===== config.mk =====
export PLATFORM = sky130hd
export DESIGN_NAME = key_event_queue
export DESIGN_NICKNAME = d
export VERILOG_FILES = /design/src/rtl/key_event_queue.sv
export SDC_FILE = /design/constraint.sdc
export NUM_CORES = 1
export LEC_CHECK = 0
export CORE_UTILIZATION = 31
export DETAILED_ROUTE_END_ITERATION = 10
export SYNTH_ARGS = -nofsm -noshare
export SYNTH_HDL_FRONTEND = slang
export SYNTH_SLANG_ARGS = --single-unit

===== constraint.sdc =====
create_clock -name master_clk -period 3.3 [get_ports master_clk]
set_input_delay 0.66 -clock master_clk [delete_from_list [all_inputs] [get_ports master_clk]]
set_output_delay 0.66 -clock master_clk [all_outputs]
set_load 0.005 [all_outputs]

===== src/rtl/key_event_queue.sv =====
// rtl/key_event_queue.sv - IR key code FIFO drained one entry per game tick; optional KEY_DEDUP_EN drops repeats within a tick
`timescale 1ns/1ps
module key_event_queue #(
  parameter int CODE_W   = 4,
  parameter int DEPTH    = 8,
  parameter int TICK_DIV = 355551
) (
  input  logic                       master_clk,
  input  logic                       reset,
  input  logic                       code_valid,
  input  logic [CODE_W-1:0]          code,
  output logic                       tick,
  output logic [2:0]                 direction,
  output logic                       shoot,
  output logic [$clog2(DEPTH+1)-1:0] count,
  output logic                       overflow
);

  localparam int PTR_W = $clog2(DEPTH);
  localparam int CNT_W = $clog2(DEPTH + 1);
  localparam int DIV_W = $clog2(TICK_DIV);
  localparam logic [DIV_W-1:0] DIV_LAST  = DIV_W'(TICK_DIV - 1);
  localparam logic [CNT_W-1:0] CNT_FULL  = CNT_W'(DEPTH);
  localparam logic [2:0]       DIR_LEFT  = 3'b001;
  localparam logic [2:0]       DIR_RIGHT = 3'b010;
  localparam logic [2:0]       DIR_STOP  = 3'b100;

  logic [DIV_W-1:0]  div_q, div_d;
  logic [CODE_W-1:0] mem_q [DEPTH];
  logic [PTR_W-1:0]  rd_ptr_q, rd_ptr_d;
  logic [PTR_W-1:0]  wr_ptr_q, wr_ptr_d;
  logic [CNT_W-1:0]  count_q, count_d;
  logic              overflow_q, overflow_d;
  logic [2:0]        dir_q;
  logic              shoot_q;
  logic              tick_c, pop, push, drop, dup;
  logic [CODE_W-1:0] head;

  assign tick_c = (div_q == DIV_LAST);
  assign head   = mem_q[rd_ptr_q];
  // count_q is sampled before this cycle's push, so a code written into an
  // empty queue on a tick cycle is never popped in that same cycle.
  assign pop    = tick_c && (count_q != '0);
  assign push   = code_valid && !dup && ((count_q != CNT_FULL) || pop);
  assign drop   = code_valid && !dup && (count_q == CNT_FULL) && !pop;

`ifdef KEY_DEDUP_EN
  logic              last_valid_q;
  logic [CODE_W-1:0] last_code_q;

  // A tick cycle starts a fresh dedup window, so it never counts as a repeat.
  assign dup = code_valid && last_valid_q && (code == last_code_q) && !tick_c;

  // Remember the last accepted code until the next tick
  always_ff @(posedge master_clk) begin
    if (reset) begin
      last_valid_q <= 1'b0;
      last_code_q  <= '0;
    end else if (tick_c || push) begin
      last_valid_q <= push;
      if (push) last_code_q <= code;
    end
  end
`else
  assign dup = 1'b0;
`endif

  // Next-state for tick divider, pointers, occupancy and sticky overflow
  always_comb begin
    div_d      = tick_c ? '0 : div_q + DIV_W'(1);
    rd_ptr_d   = pop  ? rd_ptr_q + PTR_W'(1) : rd_ptr_q;
    wr_ptr_d   = push ? wr_ptr_q + PTR_W'(1) : wr_ptr_q;
    count_d    = count_q;
    case ({push, pop})
      2'b10:   count_d = count_q + CNT_W'(1);
      2'b01:   count_d = count_q - CNT_W'(1);
      default: count_d = count_q;
    endcase
    overflow_d = overflow_q | drop;
  end

  // Control registers with synchronous reset
  always_ff @(posedge master_clk) begin
    if (reset) begin
      div_q      <= '0;
      rd_ptr_q   <= '0;
      wr_ptr_q   <= '0;
      count_q    <= '0;
      overflow_q <= 1'b0;
    end else begin
      div_q      <= div_d;
      rd_ptr_q   <= rd_ptr_d;
      wr_ptr_q   <= wr_ptr_d;
      count_q    <= count_d;
      overflow_q <= overflow_d;
    end
  end

  // FIFO storage write; reset blocks the write so it wins over code_valid
  always_ff @(posedge master_clk) begin
    if (!reset && push) mem_q[wr_ptr_q] <= code;
  end

  // Decode the popped code once per tick; outputs hold for a full tick period
  always_ff @(posedge master_clk) begin
    if (reset) begin
      dir_q   <= DIR_STOP;
      shoot_q <= 1'b0;
    end else if (tick_c) begin
      shoot_q <= 1'b0;
      if (pop) begin
        case (head)
          CODE_W'(4'h4): dir_q <= DIR_LEFT;
          CODE_W'(4'h6): dir_q <= DIR_RIGHT;
          CODE_W'(4'h2): dir_q <= DIR_STOP;
          CODE_W'(4'h5): begin
            dir_q   <= DIR_STOP;
            shoot_q <= 1'b1;
          end
          default: dir_q <= dir_q;
        endcase
      end
    end
  end

  assign tick      = tick_c;
  assign direction = dir_q;
  assign shoot     = shoot_q;
  assign count     = count_q;
  assign overflow  = overflow_q;

endmodule


==> results of run 1 <==
-- power groups by stage --
stage                     combinational, mW  clock (mW)  sequential (mW)
after detailed placement             0.0694           0            0.937
after global routing                 0.0783       0.851            0.919
after global placement               0.0687           0            0.936
after floorplan                      0.0404           0            0.934
final                                0.0691       0.785            0.917
after CTS                            0.0699       0.814            0.917
-- flip-flops by register name, summed over array words and instances (netlist names), named ones only --
register and cells:
mem_q 32, shoot 1, overflow 1, rd_ptr_q 3
count 4, div_q 19, wr_ptr_q 3, direction 3
-- worst max-delay path by stage --
stage | from | endpoint | slack (ns) | cells past startpoint
after floorplan | count[0] | count[2] | 1.03 | 9
after global placement | div_q[9] | tick | 0.64 | 5
after detailed placement | div_q[9] | tick | 0.63 | 5
after CTS | div_q[9] | tick | 0.23 | 5
after global routing | div_q[9] | tick | 0.11 | 5
final | div_q[9] | tick | 0.26 | 5
-- layout by cell type (no fill, tap or decap), types with 5 or more instances in the layout --
master	n
clkbuf_8	9
inv_1	7
dfxtp_1	37
xnor2_1	11
nor3_1	12
clkdlybuf4s50_1	16
ha_1	5
nor2_1	36
and3_1	8
buf_4	5
mux4_2	6
nand2_1	15
xor2_1	9
o21ai_0	6
a21oi_1	6
edfxtp_1	32
nand3_1	17
-- worst min-delay path, delay by kind of cell (launching register included) --
family / cells / cell delay [ns]
flip-flops: 1 / 0.31
buffers and inverters: 1 / 0.06
AO/OA/AOI/OAI: 1 / 0.05
-- area by class of cell --
cell class                      count  area share (%)
Clock buffer                        9            3.45
Clock inverter                      7            2.86
Inverter                            7           0.731
Multi-Input combinational cell    182            35.6
Sequential cell                    69            47.4
Tap cell                          129            4.49
Timing Repair Buffer               21            5.50
-- cell families (layout without fill, tap and decap cells) --
kind of cell    count (synthesis)  after routing  share of synthesized area [%]
compound gates                 25             25                           5.32
buf+inv                        17             44                           2.58
xor+xnor                       20             20                           5.72
flops                          69             69                           55.6
simple gates                  116            116                           19.8
mux                            16             16                           8.91
fa+ha+maj                       5              5                           2.04
-- routing by layer --
metal,vias up,GRT usage [%],part of all wire [%]
li1,1025,-,-
met1,991,16.5,47
met2,41,19.8,47
met3,10,4.07,3.8
met4,0,6.58,2.5
met5,-,0,0
==> metrics.md, run 1 <==
| Metric | Value |
|---|---|
| Layout cell share with drive strength beyond 1 | `a little under an eighth` |
| Placed Cells | `408` |
| Dpl ws | `between 0.6 and 0.7 ns` |
| Final Critical Period | `~3.0 ns` |
| Final period utilization | `about 90%` |
| Length in cells of the worst reg-to-reg path | `9` |
| Top_reg_cell synth | `dfxtp_1` |
| Tot Pwr | `1.77 mW` |
| Die height | `101 um` |
| Count leader, synth | `dfxtp_1` |
| Syn nets | `280` |
| Worst reg2reg path startpoint | `div_q[2]` |
| Critical Path End Type | `output port` |
| Final core occ | `a little under two fifths` |
| Start point of the worst hold path | `shoot` |
| Multi-input gate area | `~1300 sq um` |
| Setup slack after layout | `around 0.26 ns` |
| Routed wire length | `5900 um` |
| Most frequent cells after synthesis | `dfxtp_1, nor2_1, edfxtp_1, nand3_1, nand2_1` |
| Fin nets | `~300` |
| Internal power | `roughly 1.4 mW` |
| Syn_area_per_cell | `between 10 and 15 sq um` |
| Skew final | `~0.016 ns` |
| Slew headroom | `approximately half` |
| Asr flop ratio synth | `0%` |
| Slowest cell on the critical path | `or4b_1` |
| Via density | `approximately 4.9` |
| Worst hold path class | `reg -> reg` |
| Crit path DAT | `about 2.4 ns` |
| Req. time, crit path | `2.64 ns` |
| Synth Warn # | `0` |
| CTS tree | `done` |
| Switching share of power | `22.6%` |
| Clock group share of total power | `between 40% and 50%` |
| Area contributors post-synth | `edfxtp_1, dfxtp_1, nor2_1, mux4_2, xnor2_1` |
| Antenna violations before repair | `0` |
| Placed wire-length estimate | `about 4100 um` |
| Hold WS | `0.469 ns` |
| Clock transition at path regs | `0.08 ns` |
| Status | `completed` |
| Peak Freq | `about 330 MHz` |
| Synth Register Bits | `69` |
| CTS Buffer Depth | `2` |
| Logic gate share of total power | `approximately 4%` |
| Postcts setup bufs | `0` |
| Hold path cells | `2` |
| Max Slew Vio Count | `0` |
| GPL Wtd Cong | `~0.76` |
| Worst Hold End | `shoot` |
| Mapped Cells | `about 270` |
| Vias post-DR | `between 2000 and 2500` |
| Root Driver | `clkbuf_8` |
| Largest net degree at the start of global routing | `21` |
| Global-route wire length before repair | `~10000 um` |
| Endpoints failing setup | `0` |
| Detailed Routing Iterations Pass 1 | `4` |
| Synth cell types | `a little under 50` |
| Number of global-route vias before repair | `between 1500 and 2000` |
| Residual DRC | `0` |
| Aggregate global routing overflow | `0` |
| Fillers | `about 900` |
| Post-route ant nets | `0` |
| ANT cells | `0` |
| Storage cell area | `around 1700 sq um` |
| Post_cts resized | `0` |
| Fin area | `between 3000 and 4000 sq um` |
| Leakage | `between 1 and 1.5 nW` |
| Synth top area share | `31.4%` |
| Buf/Inv on CP | `1` |
| Initial DRC Count | `86` |
| CP max stage delay | `roughly 0.53 ns` |
| CP Class | `reg -> out` |
| Die outline area | `between 10000 and 15000 sq um` |
| PortBufs | `16` |
| Routed len/inst | `around 14 um` |
| Htree depth | `3` |
| Row count | `35` |
| CP Launch Type | `flop` |
| Placed inst area | `3370 sq um` |
| Initial Util | `approximately 33%` |
| Seq/Total Area, Yosys | `a little under three fifths` |
| CTS Buf Count | `9` |
| Unrepaired setup endpoints after global routing | `false` |
| Synth Cell Area | `between 3000 and 4000 sq um` |
| Psw | `400 uW` |
| Flop-to-flop setup slack | `0.76 ns` |
| Finished Layout Cells | `between 400 and 500` |
| Setup tns final | `0 ns` |
| FF-to-FF End | `count[2]` |
| Crit-path cells | `or4b_1 > nor4b_1 > nand4_1 > nor3_1 > clkdlybuf4s50_1` |
| Power Density | `roughly 500 nW/um^2` |
| Worst Path Max Fanout | `5` |
| Worst slew pin tran | `0.741 ns` |
| Boundary Pins | `17` |
| Cts-stage hold buffer count | `0` |
| Number of synthesized flops with an enable pin | `32` |
| Max VDD drop | `0.000228 V` |
| Chip width | `about 100 um` |
| Clk_lat worst skew | `approximately 0.34 ns` |
| Placeable Area | `about 9400 sq um` |
| Max Cap Viol | `0` |
| Final hold violation count | `0` |
| Area grow syn2layout | `17.4%` |
| Gr usage total | `approximately 13%` |
| Top delay family on crit path | `simple AND/OR/NAND/NOR gates` |
| Num Clock Sinks | `between 60 and 70` |
| Flop pwr share | `between 50% and 60%` |
| Yosys top cell by area | `edfxtp_1` |
No activity file was read; power rests on OpenSTA's default activity.
==> run 2, diff against run 1 <==
--- a/config.mk
+++ b/config.mk
@@ -7,6 +7,7 @@
 export LEC_CHECK = 0
 export CORE_UTILIZATION = 31
 export DETAILED_ROUTE_END_ITERATION = 10
+export PLACE_DENSITY_LB_ADDON = 0.2
 export SYNTH_ARGS = -nofsm -noshare
 export SYNTH_HDL_FRONTEND = slang
 export SYNTH_SLANG_ARGS = --single-unit
==> run 2 against run 1 <==
Effect of this change:
- die area is the same
- first-iteration DRC count shrank 27%
- register-to-register slack lost 0.02 ns
- clock-buffer cell count grew 1
- clock skew shrank 0.0059 ns
- global-route usage grew 0.28 points
- worst hold slack lost 0.0032 ns
- critical path depth is the same
- design area grew 0.73%
- sequential share of layout area shrank 0.34 points
- sequential power is essentially flat
==> metrics.md, run 2 (same netlist as run 1, synthesis figures left out) <==
| Metric | Value |
|---|---|
| Status | `completed (unchanged)` |
| Largest net degree at the start of global routing | `21 (unchanged)` |
| Setup tns final | `0 ns (unchanged)` |
| ANT cells | `0 (unchanged)` |
| Boundary Pins | `17 (unchanged)` |
| FF-to-FF End | `count[2] (unchanged)` |
| Max VDD drop | `0.000213 V (was 0.000228 V)` |
| Buf/Inv on CP | `1 (unchanged)` |
| Final period utilization | `91.9% (was 92.0%)` |
| Slew headroom | `50.4% (was 50.2%)` |
| CP Launch Type | `flop (unchanged)` |
| Number of global-route vias before repair | `2016 (was 1961)` |
| Critical Path End Type | `output port (unchanged)` |
| Crit-path cells | `or4b_1 > nor4b_1 > nand4_1 > nor3_1 > clkdlybuf4s50_1 (unchanged)` |
| Clk_lat worst skew | `0.34 ns (about the same)` |
| Fin nets | `304 (was 302)` |
| Peak Freq | `330 MHz (was 329 MHz)` |
| Initial DRC Count | `63 (was 86)` |
| Detailed Routing Iterations Pass 1 | `4 (unchanged)` |
| Antenna violations before repair | `0 (unchanged)` |
| Worst hold path class | `reg -> reg (unchanged)` |
| Hold path cells | `2 (unchanged)` |
| Worst Hold End | `shoot (unchanged)` |
| Residual DRC | `0 (unchanged)` |
| CP Class | `reg -> out (unchanged)` |
| Root Driver | `clkbuf_8 (unchanged)` |
| Endpoints failing setup | `0 (unchanged)` |
| Postcts setup bufs | `0 (unchanged)` |
| Finished Layout Cells | `426 (was 424)` |
| Worst slew pin tran | `0.742 ns (was 0.741 ns)` |
| Worst Path Max Fanout | `5 (unchanged)` |
| Global-route wire length before repair | `10100 um (was 9920 um)` |
| Largest register FFs | `32 (unchanged)` |
| Start point of the worst hold path | `shoot (unchanged)` |
| Die height | `101 um (unchanged)` |
| Via density | `4.82 (was 4.88)` |
| Worst reg2reg path startpoint | `div_q[2] (unchanged)` |
| Layout cell share with drive strength beyond 1 | `11.8% (was 11.9%)` |
| Placed Cells | `410 (was 408)` |
| Fillers | `943 (was 896)` |
| Tot Pwr | `1.81 mW (was 1.77 mW)` |
| Placeable Area | `9420 sq um (unchanged)` |
| Row count | `35 (unchanged)` |
| Max Cap Viol | `0 (unchanged)` |
| Routed len/inst | `14.0 um (was 13.9 um)` |
| Vias post-DR | `2054 (was 2067)` |
| Gr usage total | `13.2% (was 12.9%)` |
| Hold WS | `0.465 ns (was 0.469 ns)` |
| Most common cell after layout, fill and taps aside | `dfxtp_1 (unchanged)` |
| Length in cells of the worst reg-to-reg path | `9 (unchanged)` |
| Fin area | `3620 sq um (was 3590 sq um)` |
| Max Slew Vio Count | `0 (unchanged)` |
| CTS Buf Count | `9 (unchanged)` |
| Unrepaired setup endpoints after global routing | `false (unchanged)` |
| CTS tree | `done (unchanged)` |
| Initial Util | `32.5% (unchanged)` |
| Power Density | `500 nW/um^2 (was 493 nW/um^2)` |
| Commonest non-fill, non-tap cells in the layout | `dfxtp_1, nor2_1, edfxtp_1, nand3_1, clkdlybuf4s50_1 (unchanged)` |
| Aggregate global routing overflow | `0 (unchanged)` |
| Leakage | `1.23 nW (was 1.21 nW)` |
| Top reg by flops | `mem_q (unchanged)` |
| Flop-to-flop setup slack | `0.74 ns (was 0.76 ns)` |
| Crit path DAT | `2.37 ns (was 2.38 ns)` |
| Final Critical Period | `3.03 ns (was 3.04 ns)` |
| Htree depth | `3 (unchanged)` |
| GPL Wtd Cong | `0.791 (was 0.762)` |
| Post_cts resized | `0 (unchanged)` |
| Skew final | `0.00970 ns (was 0.0155 ns)` |
| Post-route ant nets | `0 (unchanged)` |
| Num Clock Sinks | `69 (unchanged)` |
| Slowest cell on the critical path | `clkdlybuf4s50_1 (was or4b_1)` |
| PortBufs | `16 (unchanged)` |
| Req. time, crit path | `2.64 ns (about the same)` |
| Die outline area | `10300 sq um (unchanged)` |
| Area grow syn2layout | `18.3% (was 17.4%)` |
| Chip width | `101 um (unchanged)` |
| CP max stage delay | `0.53 ns (about the same)` |
| Cts-stage hold buffer count | `0 (unchanged)` |
| Placed inst area | `3380 sq um (was 3370 sq um)` |
| CTS Buffer Depth | `2 (unchanged)` |
| Routed wire length | `5960 um (was 5900 um)` |
| Top delay family on crit path | `simple AND/OR/NAND/NOR gates (unchanged)` |
| Final hold violation count | `0 (unchanged)` |
| Placed wire-length estimate | `4180 um (was 4050 um)` |
| Crit. Startpoint | `div_q[9] (unchanged)` |
| Clock transition at path regs | `0.08 ns (about the same)` |
[run 2: cell count changes in the layout (fill, tap and decap cells not counted), sizes merged]
cell and delta:
inv -3, buf +2, bufinv +1, clkbuf +1, clkinv +1
[run 2: worst max-delay path by stage]
stage / depth (start not counted) / endpoint
after floorplan: 9 / count[2]
after global placement: 5 / tick
after detailed placement: 5 / tick
after CTS: 5 / tick
after global routing: 5 / tick
final: 5 / tick
[run 2: final cells by class]
class | count | area, sq um | area share, %
Multi-Input combinational cell | 182 | 1280 | 35.4
Inverter | 7 | 26.3 | 0.726
Sequential cell | 69 | 1700 | 47.0
Timing Repair Buffer | 23 | 213 | 5.88
Clock buffer | 10 | 128 | 3.53
Clock inverter | 6 | 110 | 3.04
Tap cell | 129 | 161 | 4.46
[run 2: layer usage]
layer	wire, um	up-vias	track usage [%]	share of wire (%)
met3	203	10	3.59	3.4
met4	112	0	5.80	1.9
li1	-	1029	-	-
met2	2840	33	21.0	48
met1	2800	982	16.9	47
met5	0	-	0	0
[run 2: stage by stage]
step / worst slack [ns] / utilization, %
floorplan: 1.03 / -
global placement: 0.656 / 35.9
detailed placement: 0.632 / 35.9
CTS: 0.226 / 38.4
global route: 0.119 / 38.4
finish: 0.267 / 38.4
[run 2: tightest hold or removal path, stage by stage, from the launching register on]
cell and delay, ns:
dfxtp_1 0.31, inv_1 0.06, o21ai_2 0.05
[run 2: where the power goes]
group,total (mW),internal [mW],switching [mW]
Clock,0.823,0.502,0.321
Combinational,0.0694,0.0314,0.0380
Sequential,0.917,0.905,0.0117
Total,1.81,1.44,0.370
